==> src/rtl/fp16_vec_pack_16_if.sv <==
// Handshake bundle between the FP16 scalar stream, the packer and the 16-to-1 reduction tree.
interface fp16_vec_pack_16_if #(
  parameter int LANES = 16,
  parameter int DW    = 16
);
  localparam int CW = $clog2(LANES) + 1;

  logic                  in_valid;
  logic                  in_ready;
  logic [DW-1:0]         in_data;
  logic                  in_last;
  logic                  out_valid;
  logic                  out_ready;
  logic [LANES*DW-1:0]   out_vec;
  logic [CW-1:0]         out_lanes;

  modport master (
    output in_valid, in_data, in_last, out_ready,
    input  in_ready, out_valid, out_vec, out_lanes
  );

  modport slave (
    input  in_valid, in_data, in_last, out_ready,
    output in_ready, out_valid, out_vec, out_lanes
  );
endinterface

==> src/rtl/fp16_vec_pack_16.sv <==
// Serial-to-parallel FP16 packer: assembles 16 scalars into one vector, double-buffered.
// Optional short-group zero padding on in_last is enabled by defining PACK_ZERO_PAD_EN.
module fp16_vec_pack_16 #(
  parameter int LANES = 16,
  parameter int DW    = 16
) (
  input  logic               clk,
  input  logic               rst,
  fp16_vec_pack_16_if.slave  bus
);
  localparam int CW = $clog2(LANES) + 1;
  localparam logic [CW-1:0] FULL = CW'(LANES);
  localparam logic [CW-1:0] LAST = CW'(LANES - 1);

  logic [CW-1:0]       cnt;
  logic [LANES*DW-1:0] asm_q;
  logic [LANES*DW-1:0] asm_vec;
  logic                out_valid_q;
  logic [LANES*DW-1:0] out_vec_q;
  logic [CW-1:0]       out_lanes_q;
  logic [CW-1:0]       held_lanes;
  logic                accept;
  logic                close_grp;
  logic                complete;
  logic                free;
  logic                pending;

  assign bus.in_ready  = (cnt != FULL);
  assign bus.out_valid = out_valid_q;
  assign bus.out_vec   = out_vec_q;
  assign bus.out_lanes = out_lanes_q;

  assign accept   = bus.in_valid && bus.in_ready;
  assign complete = accept && close_grp;
  assign free     = !out_valid_q || bus.out_ready;
  assign pending  = (cnt == FULL);

`ifdef PACK_ZERO_PAD_EN
  logic [CW-1:0] pend_lanes;

  assign close_grp  = (cnt == LAST) || bus.in_last;
  assign held_lanes = pend_lanes;

  // Lanes past the closing beat may hold stale data from an earlier group; mask them to +0.0.
  always_comb begin
    asm_vec = '0;
    for (int unsigned k = 0; k < LANES; k++) begin
      if (CW'(k) < cnt)
        asm_vec[k*DW +: DW] = asm_q[k*DW +: DW];
      else if (CW'(k) == cnt)
        asm_vec[k*DW +: DW] = bus.in_data;
    end
  end

  always_ff @(posedge clk or posedge rst) begin
    if (rst)
      pend_lanes <= '0;
    else if (complete && !free)
      pend_lanes <= cnt + 1'b1;
  end
`else
  logic in_last_unused;

  assign in_last_unused = bus.in_last;
  assign close_grp      = (cnt == LAST);
  assign held_lanes     = FULL;
  assign asm_vec        = {bus.in_data, asm_q[(LANES-1)*DW-1:0]};
`endif

  // Priority: direct completion, then park a completed vector, then drain the parked one.
  always_ff @(posedge clk or posedge rst) begin
    if (rst) begin
      cnt         <= '0;
      asm_q       <= '0;
      out_valid_q <= 1'b0;
      out_vec_q   <= '0;
      out_lanes_q <= '0;
    end else if (complete && free) begin
      out_vec_q   <= asm_vec;
      out_lanes_q <= cnt + 1'b1;
      out_valid_q <= 1'b1;
      cnt         <= '0;
    end else if (complete) begin
      asm_q <= asm_vec;
      cnt   <= FULL;
    end else if (pending && free) begin
      out_vec_q   <= asm_q;
      out_lanes_q <= held_lanes;
      out_valid_q <= 1'b1;
      cnt         <= '0;
    end else begin
      if (accept) begin
        asm_q[cnt*DW +: DW] <= bus.in_data;
        cnt                 <= cnt + 1'b1;
      end
      if (bus.out_ready)
        out_valid_q <= 1'b0;
    end
  end
endmodule

==> src/flat_wrapper.sv <==
// flat-port wrapper written by rule: the top's interface ports become plain ports
module fp16_vec_pack_16_flat 
#(
  parameter int LANES = 16,
  parameter int DW    = 16
)
  (clk, rst, bus_in_valid, bus_in_data, bus_in_last, bus_out_ready, bus_in_ready, bus_out_valid, bus_out_vec, bus_out_lanes);
  fp16_vec_pack_16_if #(.LANES(LANES), .DW(DW)) bus_i ();
  input  logic clk;
  input  logic rst;
  input wire logic [$bits(bus_i.in_valid)-1:0] bus_in_valid;
  input wire logic [$bits(bus_i.in_data)-1:0] bus_in_data;
  input wire logic [$bits(bus_i.in_last)-1:0] bus_in_last;
  input wire logic [$bits(bus_i.out_ready)-1:0] bus_out_ready;
  output wire logic [$bits(bus_i.in_ready)-1:0] bus_in_ready;
  output wire logic [$bits(bus_i.out_valid)-1:0] bus_out_valid;
  output wire logic [$bits(bus_i.out_vec)-1:0] bus_out_vec;
  output wire logic [$bits(bus_i.out_lanes)-1:0] bus_out_lanes;
  assign bus_i.in_valid = bus_in_valid;
  assign bus_i.in_data = bus_in_data;
  assign bus_i.in_last = bus_in_last;
  assign bus_i.out_ready = bus_out_ready;
  assign bus_in_ready = bus_i.in_ready;
  assign bus_out_valid = bus_i.out_valid;
  assign bus_out_vec = bus_i.out_vec;
  assign bus_out_lanes = bus_i.out_lanes;
  fp16_vec_pack_16 #(.LANES(LANES), .DW(DW)) u_core (.clk(clk), .rst(rst), .bus(bus_i));
endmodule
==> config.mk <==
export PLATFORM = sky130hd
export DESIGN_NAME = fp16_vec_pack_16_flat
export DESIGN_NICKNAME = d
export VERILOG_FILES = /design/src/rtl/fp16_vec_pack_16_if.sv /design/src/rtl/fp16_vec_pack_16.sv /design/src/flat_wrapper.sv
export SDC_FILE = /design/constraint.sdc
export NUM_CORES = 1
export LEC_CHECK = 0
export ABC_AREA = 1
export CORE_MARGIN = 2
export CORE_UTILIZATION = 35
export DETAILED_ROUTE_END_ITERATION = 10
export PLACE_DENSITY_LB_ADDON = 0.2
export SETUP_SLACK_MARGIN = 0.4
export SKIP_LAST_GASP = 1
export SYNTH_ARGS = -nofsm -noshare
export SYNTH_HDL_FRONTEND = slang
export SYNTH_SLANG_ARGS = --single-unit
export TNS_END_PERCENT = 5
==> constraint.sdc <==
create_clock -name clk -period 16 [get_ports clk]
set_input_delay 1.6 -clock clk [delete_from_list [all_inputs] [get_ports clk]]
set_output_delay 1.6 -clock clk [all_outputs]
set_load 0.01 [all_outputs]
# Yosys cells after proc, flatten, opt, wreduce, memory -nomap -nowiden
# Index checks and enable logic that the tools add are counted.
[totals]
ramBits = 0
latchBits = 0
regBits = 523
inputBits = 21
wordCells = 50
romBits = 0
memories = 0
output_inout_bits = 263
[op_classes]
shifts = 2
div_mod_pow = 0
mux = 18
bitwise = 3
n_addsub = 2
multipliers = 0
magnitude_cmp = 0
n_eq_ne = 5
n_reduce_logical = 14
[ops]
columns = ["op", "n"]
rows = [
  ["$mux W256", 6],
  ["$bwmux W256", 1],
  ["$shift A16 B34 Y256 const A", 1],
  ["$shiftx A16 B34 Y256", 1],
  ["$mux W5", 7],
  ["$neg A9 Y34", 1],
  ["$add A5 B1 Y5 const B", 1],
  ["$eq A5 B4 Y1 const B", 1],
  ["$eq A5 B5 Y1 const B", 1],
  ["$ne A5 B5 Y1 const B", 1],
  ["$logic_and A1 B1 Y1", 4],
  ["$mux W1", 4],
  ["$reduce_and A2 Y1", 2],
  ["$reduce_and A4 Y1", 1],
  ["$reduce_bool A2 Y1", 2],
  ["$reduce_bool A4 Y1", 1],
  ["$not A1 Y1", 3],
  ["$reduce_and A3 Y1", 1],
  ["$reduce_bool A3 Y1", 1],
  ["$ne A2 B1 Y1 const B", 1],
  ["$ne A2 B2 Y1 const B", 1],
  ["$logic_not A1 Y1", 1],
  ["$logic_or A1 B1 Y1", 1],
]

# Logic depth before layout (Yosys ltp)
# Gate-level depths: netlist (run 1).
[depth]
word_depth = 6
ltp_mapped = 19
ltp_nobuf = 15

# Worst setup path after synthesis (run 1)
# Ideal clock, no wire load.
[synth_path]
kind = "register to output"
start = "register u_core.cnt[0]"
end = "output bus_in_ready"
stages_incl_launch_ff = 9
path_slack_ps = 12548
n_path_buf = 2
arrival_ps = 1852
required_ps = 14400
path_cell_list = "dfrtp_1 -> inv_2 -> clkbuf_1 -> buf_1 -> ha_1 -> nand2_1 -> nor2_1 -> ha_1 -> inv_1"
[synth_via]
elab_chain_len = 1
[synth_rtl]
columns = ["item", "line_no", "rtl"]
rows = [
  ["start: declaration", "fp16_vec_pack_16.sv:15", "logic [CW-1:0] cnt;"],
  ["start signal: assignment", "fp16_vec_pack_16.sv:94", "cnt <= cnt + 1'b1;"],
  ["$ne A5 B5 Y1", "fp16_vec_pack_16.sv:28", "assign bus.in_ready = (cnt != FULL);"],
  ["end: declaration", "flat_wrapper.sv:15", "output wire logic [$bits(bus_i.in_ready)-1:0] bus_in_ready;"],
]
# No other way between the ends.

# Worst setup path after layout (run 1)
[layout_path]
start = "input bus_out_ready"
end = "register u_core.out_vec_q[233], in the netlist u_core.bus.out_vec[233]"
[layout_via]
elab_chain_len = 4
word_cells_on_any_way = 7
classes_between = "1 x eq/ne; 1 x mux; 5 x reduce/logical"
[layout_rtl]
columns = ["item", "line_no", "rtl"]
rows = [
  ["start: declaration", "flat_wrapper.sv:14", "input wire logic [$bits(bus_i.out_ready)-1:0] bus_out_ready;"],
  ["$logic_or A1 B1 Y1 (*)", "fp16_vec_pack_16.sv:35", "assign free = !out_valid_q || bus.out_ready;"],
  ["$logic_and A1 B1 Y1, on equally long branches", "fp16_vec_pack_16.sv:78, fp16_vec_pack_16.sv:86", ""],
  ["$ne A2 B2 Y1 (no line) / $reduce_bool A2 Y1 (equally long branches)", "--", ""],
  ["$reduce_and A2 Y1 (no line)", "--", ""],
  ["end signal: assignment", "fp16_vec_pack_16.sv:79", "out_vec_q <= asm_vec;"],
  ["end signal: assignment", "fp16_vec_pack_16.sv:87", "out_vec_q <= asm_q;"],
  ["end: declaration", "fp16_vec_pack_16.sv:19", "logic [LANES*DW-1:0] out_vec_q;"],
]
# Mark *: on every way between the ends. The rest lies on a longest branch, timed or not.
# A chain may end at the register's enable or synchronous reset.

==> key figures, run 1 <==
Placed design
  • HPWL Detailed: 43200 um
  • Port Buf Inserts: 282
  • Worst slack, placed: 9.69 ns
  • RePlAce Congestion: 0.803
  • Placed Instance Area: 24400 sq um

Setup path
  • Crit path max fanout: 177
  • CP Class: input port to flip-flop
  • Crit path max-delay family: buffers and inverters
  • Slowest-stage cell, CP: buf_4
  • Buf/Inv on CP: 4
  • CP peak stage delay: 0.96 ns
  • Required time worst endpoint: 16.43 ns
  • Crit path capture type: flip-flop
  • Critical Path AT: 5.97 ns
  • CP Launch Type: input port
  • Crit-path cells: clkdlybuf4s50_1 -> nor2_2 -> nor2_4 -> inv_2 -> nand2_8 -> inv_8 -> buf_4 -> o21ai_0

Final layout
  • Syn-to-layout area delta: 25.3%
  • Most frequent cells in the layout: nand2_1 (1062), dfrtp_1 (523), clkdlybuf4s50_1 (282), o21ai_0 (188), nand3_1 (125)
  • Fin util: 44.5%
  • Final Instance Area: 26400 sq um
  • Nets: 2630
  • FILL cells: 5847
  • Most common cell after layout, fill and taps aside: nand2_1
  • Layout cell share with drive strength beyond 1: 5.36%

Pwr
  • Worst vdd ir: 0.124 mV
  • Pwr/cell area: 183 nW/um^2
  • LEAKAGE: 12.7 nW

CTS
  • CTS sink cnt: 523
  • CTS Hold Bufs: 0
  • Clock root buffer: clkbuf_16
  • CTS tree: yes
  • Clk slew on worst S/H paths: 0.06 ns
  • Total number of H-tree levels: 2
  • Num CTS Buffers: 57
  • Worst-Skew Late Latency: 0.61 ns
  • Post-CTS resize count: 0
  • Post-CTS setup buffer count: 0
  • Clock tree buffer depth: 3

Global routing
  • Gr usage total: 21.0%
  • Met2 usage: 32.7%
  • M3 GR Usage: 4.03%
  • Global-route wire length before repair: 102000 um
  • Met1 GRT Util: 29.4%
  • Global route hottest layer: met2
  • Number of global-route vias before repair: 16729
  • Largest net degree at the start of global routing: 178
  • Antenna violations before repair: 6
  • GRT overflow: 0

Logic synthesis
  • Syn Nets: 2423
  • Mapped cell area: 21100 sq um
  • Largest area contributor in the netlist: dfrtp_1
  • Post-synth cell types: 29
  • Largest cells by area after synthesis: dfrtp_1 (62%), nand2_1 (19%), o21ai_0 (4.5%), nand3_1 (3.0%), inv_1 (1.7%)
  • Gate Count Post-Synth: 2397
  • Avg Inst Size Synth: 8.79 sq um
  • Seq/Total Area, Yosys: 62.1%
  • FF+latch count, synth: 523
  • Yosys top cell area share: 62.1%
  • Yosys warnings: 0

Timing
  • Slew at the pin closest to its max-slew limit: 1.31 ns
  • Max-slew headroom at the worst pin: 11.8%
  • RSZ-0062 raised after global routing: no
  • Fin crit share: 34.6%
  • Clock skew: 0.0224 ns
  • Setup ws final: 10.46 ns
  • Fin. Hold Viols: 0
  • Hold slack: 0.468 ns
  • Fmax: 180 MHz
  • Count of final max-slew check failures: 0
  • TNS Setup: 0 ns
  • Crit path time final: 5.54 ns
  • Final setup vio count: 0

Floorplanning
  • Die area: 62200 sq um
  • DIE WIDTH: 249 um
  • # IOs: 284
  • Vert. Die Dim: 249 um
  • Cell Rows: 89
  • Core area: 59200 sq um
  • Initial Util: 35.6%

Route
  • Vias: 17083
  • Drt first pass iters: 5
  • First DRT Iteration DRCs: 1457
  • ANT nets after route: 0
  • Total Routed Length: 65300 um
  • Wire per inst: 19.1 um
  • Remaining DRCs: 0
  • Routed vias/inst: 4.98

Min path
  • Hold WC Path Type: flip-flop to flip-flop

Job
  • Max_cap viols: 0

Run status
  • Outcome: finished, final reports clean
where the power goes:
group	internal [mW]	switching, mW	leakage (nW)
Combinational	0.538	1.02	4.58
Sequential	1.67	0.220	7.14
Clock	0.820	0.555	0.976
state kept, by name (all words and copies together) (netlist names):
name / cells
u_core.asm_q: 256
u_core.bus.out_vec: 256
u_core.cnt: 5
u_core.bus.out_lanes: 5
u_core.bus.out_valid: 1
area by class of cell:
type | count | area, sq um | area share (%)
sequential | 523 | 13100 | 49.6
multi-input combinational | 1620 | 6950 | 26.4
timing repair buffer | 300 | 2990 | 11.3
clock buffer | 72 | 1600 | 6.05
tap | 773 | 967 | 3.67
inverter | 102 | 394 | 1.49
clock inverter | 34 | 382 | 1.45
antenna | 4 | 10.0 | 0.0379
cell families (layout without fill, tap and decap cells):
family | count (synthesis) | after routing | share of synthesized area (%)
simple gates | 1313 | 1313 | 25.2
flops | 523 | 523 | 62.1
compound gates | 300 | 300 | 7.35
buf+inv | 254 | 508 | 4.91
fa+ha+maj | 5 | 5 | 0.297
xor+xnor | 2 | 2 | 0.0832
other cells | 0 | 4 | 0
cells in the mapped netlist:
library cell	instances
nand2_1	1062
dfrtp_1	523
o21ai_0	188
nand3_1	125
inv_1	94
clkbuf_1	86
o21ai_1	59
buf_2	58
nor3_1	49
nand4_1	35
a21oi_1	33
nor2_1	28
a22oi_1	16
inv_2	8
buf_1	6
ha_1	5
nand2_2	3
nor2_2	3
o22ai_1	3
buf_4	2
nand3_2	2
nor2_4	2
a21oi_2	1
nand3_4	1
nor3_2	1
nor3_4	1
nor4_1	1
xnor2_1	1
xor2_1	1
metal layers:
layer | wire length, um | up-vias | part of all wire (%)
li1 | - | 8073 | -
met1 | 29400 | 8345 | 45
met2 | 29700 | 553 | 45
met3 | 4160 | 108 | 6.4
met4 | 2060 | 4 | 3.1
met5 | 28 | - | 0.043
worst min-delay path, stage by stage (launching register included):
cell     delay [ns]
dfrtp_1        0.34
nand2_1        0.05
nand2_1        0.05
metrics by stage:
stage | power [mW] | instances
after floorplan | 2.70 | 2397
after global placement | 3.44 | 3317
after detailed placement | 3.47 | 3317
after CTS | 4.86 | 3423
after global routing | 5.10 | 3424
final | 4.82 | 3428
path summary, 6_finish.rpt:
| path | endpoint | cells past startpoint | start | slack [ns] |
|---|---|---|---|---|
| min in group asynchronous | u_core.bus.out_vec[94]$_DFFE_PP0P_ | 2 | rst | 1.39 |
| max in group asynchronous | u_core.bus.out_vec[122]$_DFFE_PP0P_ | 5 | rst | 11.76 |
| setup reg to reg | u_core.bus.out_vec[233]$_DFFE_PP0P_ | 15 | u_core.cnt[0]$_DFFE_PP0P_ | 10.71 |
| hold reg to reg | u_core.bus.out_vec[75]$_DFFE_PP0P_ | 2 | u_core.bus.out_vec[75]$_DFFE_PP0P_ | 0.47 |
| hold / removal | u_core.bus.out_vec[75]$_DFFE_PP0P_ | 2 | u_core.bus.out_vec[75]$_DFFE_PP0P_ | 0.47 |
| setup / recovery | u_core.bus.out_vec[233]$_DFFE_PP0P_ | 8 | bus_out_ready | 10.46 |
Power figures use the tool's default switching activity.
==> run 2: changes to the inputs <==
==> constraint.sdc (replaced) <==
create_clock -name clk -period 4.97 [get_ports clk]
set_input_delay 0.497 -clock clk [delete_from_list [all_inputs] [get_ports clk]]
set_output_delay 0.497 -clock clk [all_outputs]
set_load 0.01 [all_outputs]
==> key figures, run 2 (synthesis results as in run 1) <==
Floorplanning
  • # IOs: 284 (unchanged)
  • Die area: 62200 sq um (unchanged)
  • Vert. Die Dim: 249 um (unchanged)
  • DIE WIDTH: 249 um (unchanged)
  • Initial Util: 35.6% (unchanged)
  • Core area: 59200 sq um (unchanged)
  • Cell Rows: 89 (unchanged)

Pwr
  • Tot Pwr: 15.5 mW (was 4.82 mW)
  • Worst vdd ir: 0.306 mV (was 0.124 mV)
  • LEAKAGE: 12.8 nW (was 12.7 nW)
  • Pwr/cell area: 586 nW/um^2 (was 183 nW/um^2)

Route
  • Wire per inst: 18.9 um (was 19.1 um)
  • Met1 Routed Length: 29800 um (was 29400 um)
  • Total Routed Length: 64900 um (was 65300 um)
  • Drt first pass iters: 7 (was 5)
  • ANT nets after route: 0 (unchanged)
  • Routed vias/inst: 4.94 (was 4.98)
  • DR WL met2: 29700 um (about the same)
  • Metal3 WL: 3900 um (was 4160 um)
  • Remaining DRCs: 0 (unchanged)
  • First DRT Iteration DRCs: 1498 (was 1457)
  • Vias: 16934 (was 17083)
  • Highest metal used: met5 (unchanged)

Final layout
  • Fin util: 44.7% (was 44.5%)
  • FILL cells: 5823 (was 5847)
  • Layout cell share with drive strength beyond 1: 5.57% (was 5.36%)
  • Final Instance Area: 26500 sq um (was 26400 sq um)
  • Syn-to-layout area delta: 25.7% (was 25.3%)
  • Post-Layout Cell Count: 3431 (was 3428)
  • Nets: 2641 (was 2630)
  • Most common cell after layout, fill and taps aside: nand2_1 (unchanged)
  • Most frequent cells in the layout: nand2_1 (1062), dfrtp_1 (523), clkdlybuf4s50_1 (282), o21ai_0 (188), nand3_1 (125) (unchanged)

CTS
  • CTS sink cnt: 523 (unchanged)
  • Clock tree buffer depth: 3 (unchanged)
  • Clock root buffer: clkbuf_16 (unchanged)
  • Worst-Skew Late Latency: 0.61 ns (about the same)
  • Total number of H-tree levels: 2 (unchanged)
  • CTS tree: yes (unchanged)
  • Post-CTS setup buffer count: 0 (unchanged)
  • CTS Hold Bufs: 0 (unchanged)
  • Post-CTS resize count: 0 (unchanged)
  • Clk slew on worst S/H paths: 0.07 ns (was 0.06 ns)
  • Num CTS Buffers: 56 (was 57)

Global routing
  • Antenna violations before repair: 5 (was 6)
  • Largest net degree at the start of global routing: 195 (was 178)
  • Number of global-route vias before repair: 16869 (was 16729)
  • GRT overflow: 0 (unchanged)
  • Global-route wire length before repair: 101000 um (was 102000 um)
  • Gr usage total: 20.8% (was 21.0%)

Timing
  • Max-slew headroom at the worst pin: 19.8% (was 11.8%)
  • Fin. Hold Viols: 0 (unchanged)
  • RSZ-0062 raised after global routing: no (unchanged)
  • Fmax: 243 MHz
  • Count of final max-slew check failures: 0 (unchanged)
  • TNS Setup: 0 ns (unchanged)
  • Clock skew: 0.0197 ns (was 0.0224 ns)
  • Hold slack: 0.347 ns (was 0.468 ns)
  • Crit path time final: 4.12 ns
  • Fin crit share: 82.9%
  • Slew at the pin closest to its max-slew limit: 1.19 ns (was 1.31 ns)
  • Setup ws final: 0.850 ns (was 10.46 ns)
  • Final setup vio count: 0 (unchanged)

Job
  • Max_cap viols: 0 (unchanged)

Placed design
  • Placed Instance Area: 24500 sq um (was 24400 sq um)
  • Port Buf Inserts: 282 (unchanged)
  • RePlAce Congestion: 0.809 (was 0.803)
  • HPWL Detailed: 43600 um (was 43200 um)
  • Worst slack, placed: 0.847 ns (was 9.69 ns)
  • Placed cell count: 3330 (was 3317)

Run status
  • Outcome: finished, final reports clean (unchanged)

Setup path
  • CP Class: flip-flop to flip-flop (was input port to flip-flop)
  • Crit path capture type: flip-flop (unchanged)
  • Critical Path AT: 4.59 ns (was 5.97 ns)
  • CP Launch Type: flip-flop (was input port)
  • Required time worst endpoint: 5.44 ns (was 16.43 ns)
  • Crit path max fanout: 41 (was 177)

Min path
  • Hold WC Path Type: input port to asynchronous set/reset pin (was flip-flop to flip-flop)
[run 2: cell types whose count changed in the layout (fill, tap and decap cells not counted), moves of 2 or more]
cell,previous run,this run
diode_2,4,1
clkbuf_16,59,57
buf_12,2,5
clkbuf_8,7,15
clkinv_2,16,8
buf_4,15,25
clkinv_4,6,2
[run 2: layout make-up]
type / count / area [sq um] / share of cell area, %
flip-flops and latches: 523 / 13100 / 49.4
multi-input cells: 1620 / 6950 / 26.3
repair buffers: 312 / 3110 / 11.7
clock buffers: 78 / 1660 / 6.25
well taps: 773 / 967 / 3.65
inverters: 102 / 394 / 1.49
clock inverters: 22 / 308 / 1.16
diodes: 1 / 2.50 / 0.00945
[run 2: worst max-delay path, cell delays in order (launching register included)]
cell,delay (ns)
dfrtp_1,0.47
inv_2,0.36
ha_1,0.38
nand2_1,0.11
nor2_1,0.08
ha_1,0.21
nor2_1,0.15
buf_4,0.27
nand3_2,0.16
a21oi_2,0.14
buf_4,0.31
nand3_1,0.80
o21ai_0,0.50
[run 2: power breakdown]
part	switching, mW	leakage (nW)	internal, mW
Clock	1.75	0.965	2.68
Sequential	0.709	7.14	5.37
Combinational	3.24	4.65	1.78
Total	5.70	12.8	9.82
[run 2: routing by layer]
layer,vias to the layer above,track usage (%)
li1,8088,-
met1,8278,29.2
met3,87,4.20
met2,473,32.6
met5,-,0
met4,8,6.09
[run 2: path summary, 6_finish.rpt]
| kind | slack, ns | endpoint | cells past startpoint | startpoint |
|---|---|---|---|---|
| hold / removal | 0.35 | u_core.bus.out_vec[150]$_DFFE_PP0P_ | 2 | rst |
| min in group clk | 0.47 | u_core.bus.out_vec[183]$_DFFE_PP0P_ | 2 | u_core.asm_q[183]$_DFFE_PP0P_ |
| max in group asynchronous | 3.37 | u_core.bus.out_vec[13]$_DFFE_PP0P_ | 3 | rst |
| setup reg to reg | 0.85 | u_core.asm_q[217]$_DFFE_PP0P_ | 12 | u_core.cnt[0]$_DFFE_PP0P_ |
| hold reg to reg | 0.47 | u_core.bus.out_vec[183]$_DFFE_PP0P_ | 2 | u_core.asm_q[183]$_DFFE_PP0P_ |
| setup / recovery | 0.85 | u_core.asm_q[217]$_DFFE_PP0P_ | 12 | u_core.cnt[0]$_DFFE_PP0P_ |
==> run 3: changes to the inputs <==
==> constraint.sdc (replaced) <==
create_clock -name clk -period 4.2 [get_ports clk]
set_input_delay 0.42 -clock clk [delete_from_list [all_inputs] [get_ports clk]]
set_output_delay 0.42 -clock clk [all_outputs]
set_load 0.01 [all_outputs]
==> key figures, run 3 (synthesis results as in run 1) <==
Global routing
  • Global-route wire length before repair: 101000 um (about the same)
  • Antenna violations before repair: 5 (unchanged)
  • Largest net degree at the start of global routing: 115 (was 195)
  • GRT overflow: 0 (unchanged)
  • Gr usage total: 20.8% (about the same)
  • Number of global-route vias before repair: 16833 (was 16869)

Route
  • Vias: 17098 (was 16934)
  • Total Routed Length: 65200 um (was 64900 um)
  • First DRT Iteration DRCs: 1486 (was 1498)
  • Routed vias/inst: 4.95 (was 4.94)
  • Wire per inst: 18.9 um (about the same)
  • ANT nets after route: 0 (unchanged)
  • Remaining DRCs: 0 (unchanged)
  • Drt first pass iters: 6 (was 7)

Timing
  • Fmax: 281 MHz (was 243 MHz)
  • Slew at the pin closest to its max-slew limit: 0.995 ns (was 1.19 ns)
  • Fin crit share: 84.9% (was 82.9%)
  • Max-slew headroom at the worst pin: 33.1% (was 19.8%)
  • Crit path time final: 3.56 ns (was 4.12 ns)
  • Setup ws final: 0.636 ns (was 0.850 ns)
  • Clock skew: 0.0179 ns (was 0.0197 ns)
  • RSZ-0062 raised after global routing: no (unchanged)
  • Fin. Hold Viols: 0 (unchanged)
  • Hold slack: 0.334 ns (was 0.347 ns)
  • Final setup vio count: 0 (unchanged)
  • Count of final max-slew check failures: 0 (unchanged)

Job
  • Max_cap viols: 0 (unchanged)

CTS
  • Clock tree buffer depth: 3 (unchanged)
  • Clk slew on worst S/H paths: 0.07 ns (about the same)
  • Worst-Skew Late Latency: 0.60 ns (was 0.61 ns)
  • CTS sink cnt: 523 (unchanged)
  • Post-CTS resize count: 0 (unchanged)
  • CTS Hold Bufs: 0 (unchanged)
  • CTS tree: yes (unchanged)
  • Clock root buffer: clkbuf_16 (unchanged)
  • Post-CTS setup buffer count: 0 (unchanged)
  • Num CTS Buffers: 56 (unchanged)
  • Total number of H-tree levels: 2 (unchanged)

Pwr
  • Worst vdd ir: 0.507 mV (was 0.306 mV)
  • Pwr/cell area: 686 nW/um^2 (was 586 nW/um^2)
  • LEAKAGE: 12.8 nW (about the same)

Final layout
  • Most common cell after layout, fill and taps aside: nand2_1 (unchanged)
  • Syn-to-layout area delta: 26.3% (was 25.7%)
  • Most frequent cells in the layout: nand2_1 (1062), dfrtp_1 (523), clkdlybuf4s50_1 (282), o21ai_0 (188), nand3_1 (125) (unchanged)
  • Fin util: 44.9% (was 44.7%)
  • Nets: 2664 (was 2641)
  • Layout cell share with drive strength beyond 1: 5.90% (was 5.57%)
  • FILL cells: 5805 (was 5823)

Setup path
  • Crit path max fanout: 19 (was 41)
  • Worst r2r src: u_core.cnt[0]$_DFFE_PP0P_ (unchanged)
  • Required time worst endpoint: 4.66 ns (was 5.44 ns)
  • Reg2reg end: u_core.asm_q[246]$_DFFE_PP0P_ (was u_core.asm_q[217]$_DFFE_PP0P_)
  • CP Launch Type: flip-flop (unchanged)
  • Slack of the worst reg-to-reg path: 0.64 ns (was 0.85 ns)
  • Critical Path AT: 4.03 ns (was 4.59 ns)
  • CP Class: flip-flop to flip-flop (unchanged)
  • Crit path capture type: flip-flop (unchanged)
  • FF-to-FF path depth: 12 (unchanged)

Floorplanning
  • # IOs: 284 (unchanged)
  • Initial Util: 35.6% (unchanged)
  • DIE WIDTH: 249 um (unchanged)
  • Vert. Die Dim: 249 um (unchanged)
  • Die area: 62200 sq um (unchanged)
  • Core area: 59200 sq um (unchanged)
  • Cell Rows: 89 (unchanged)

Placed design
  • RePlAce Congestion: 0.824 (was 0.809)
  • HPWL Detailed: 45000 um (was 43600 um)
  • Port Buf Inserts: 282 (unchanged)
  • Worst slack, placed: 0.782 ns (was 0.847 ns)

Min path
  • Hold WC Path Type: input port to asynchronous set/reset pin (unchanged)

Run status
  • Outcome: finished, final reports clean (unchanged)
run 3: changes by cell type in the layout (fill, tap and decap cells not counted):
cell        delta
buf_12         +6
buf_4         +17
bufinv_16      -2
clkbuf_1      +12
clkbuf_8       -4
clkinv_2       -2
clkinvlp_4     -3
inv_6          -2
run 3: per-stage QoR:
| step | power [mW] | cell area, sq um | setup TNS, ns | instances |
|---|---|---|---|---|
| after global placement | 13.3 | 24800 | 0 | 3353 |
| after detailed placement | 13.4 | 24800 | 0 | 3353 |
| after floorplan | 10.3 | 21100 | -1739.60 | 2397 |
| after global routing | 19.3 | 26600 | 0 | 3453 |
| after CTS | 18.4 | 26600 | 0 | 3452 |
| final | 18.3 | 26600 | 0 | 3453 |
run 3: area by class of cell:
class                      count  area (sq um)  share of cell area (%)
inverter                     102           394                    1.48
timing repair buffer         335          3360                    12.6
clock buffer                  86          1650                    6.18
tap                          773           967                    3.64
multi-input combinational   1620          6950                    26.1
clock inverter                13           198                   0.743
antenna                        1          2.50                 0.00941
sequential                   523         13100                    49.2
run 3: critical path, stage by stage (launching register included):
cell	delay [ns]
dfrtp_1	0.48
inv_2	0.06
ha_1	0.23
nand2_1	0.11
nor2_1	0.08
ha_1	0.22
nor2_1	0.16
buf_4	0.27
nand3_2	0.15
a21oi_2	0.44
nand4_1	0.80
nand3_1	0.30
nand3_1	0.10
run 3: worst max path at each step:
| stage | start | depth (start not counted) | slack (ns) | end |
|---|---|---|---|---|
| 6_report | u_core.cnt[0]$_DFFE_PP0P_ | 12 | 0.64 | u_core.asm_q[246]$_DFFE_PP0P_ |
| 5_1_grt | u_core.cnt[0]$_DFFE_PP0P_ | 11 | 0.46 | u_core.asm_q[171]$_DFFE_PP0P_ |
| 4_1_cts | u_core.cnt[0]$_DFFE_PP0P_ | 12 | 0.75 | u_core.asm_q[244]$_DFFE_PP0P_ |
| 3_5_place_dp | u_core.cnt[0]$_DFFE_PP0P_ | 12 | 0.78 | u_core.asm_q[244]$_DFFE_PP0P_ |
| 3_3_place_gp | u_core.cnt[0]$_DFFE_PP0P_ | 12 | 0.85 | u_core.asm_q[252]$_DFFE_PP0P_ |
| 2_1_floorplan | rst | 1 | -3.33 | u_core.asm_q[0]$_DFFE_PP0P_ |
run 3: power breakdown:
part	internal, mW	total [mW]	switching, mW
clock	2.98	4.99	2.01
combinational	2.19	6.06	3.87
sequential	6.35	7.20	0.853
run 3: metal layers:
metal	up-vias	wire, um	share of wire (%)	GRT usage (%)
met2	528	30000	46	32.7
met1	8319	29200	45	28.9
met4	8	1670	2.6	6.02
met3	113	4230	6.5	4.64
li1	8130	-	-	-
met5	-	57	0.087	0
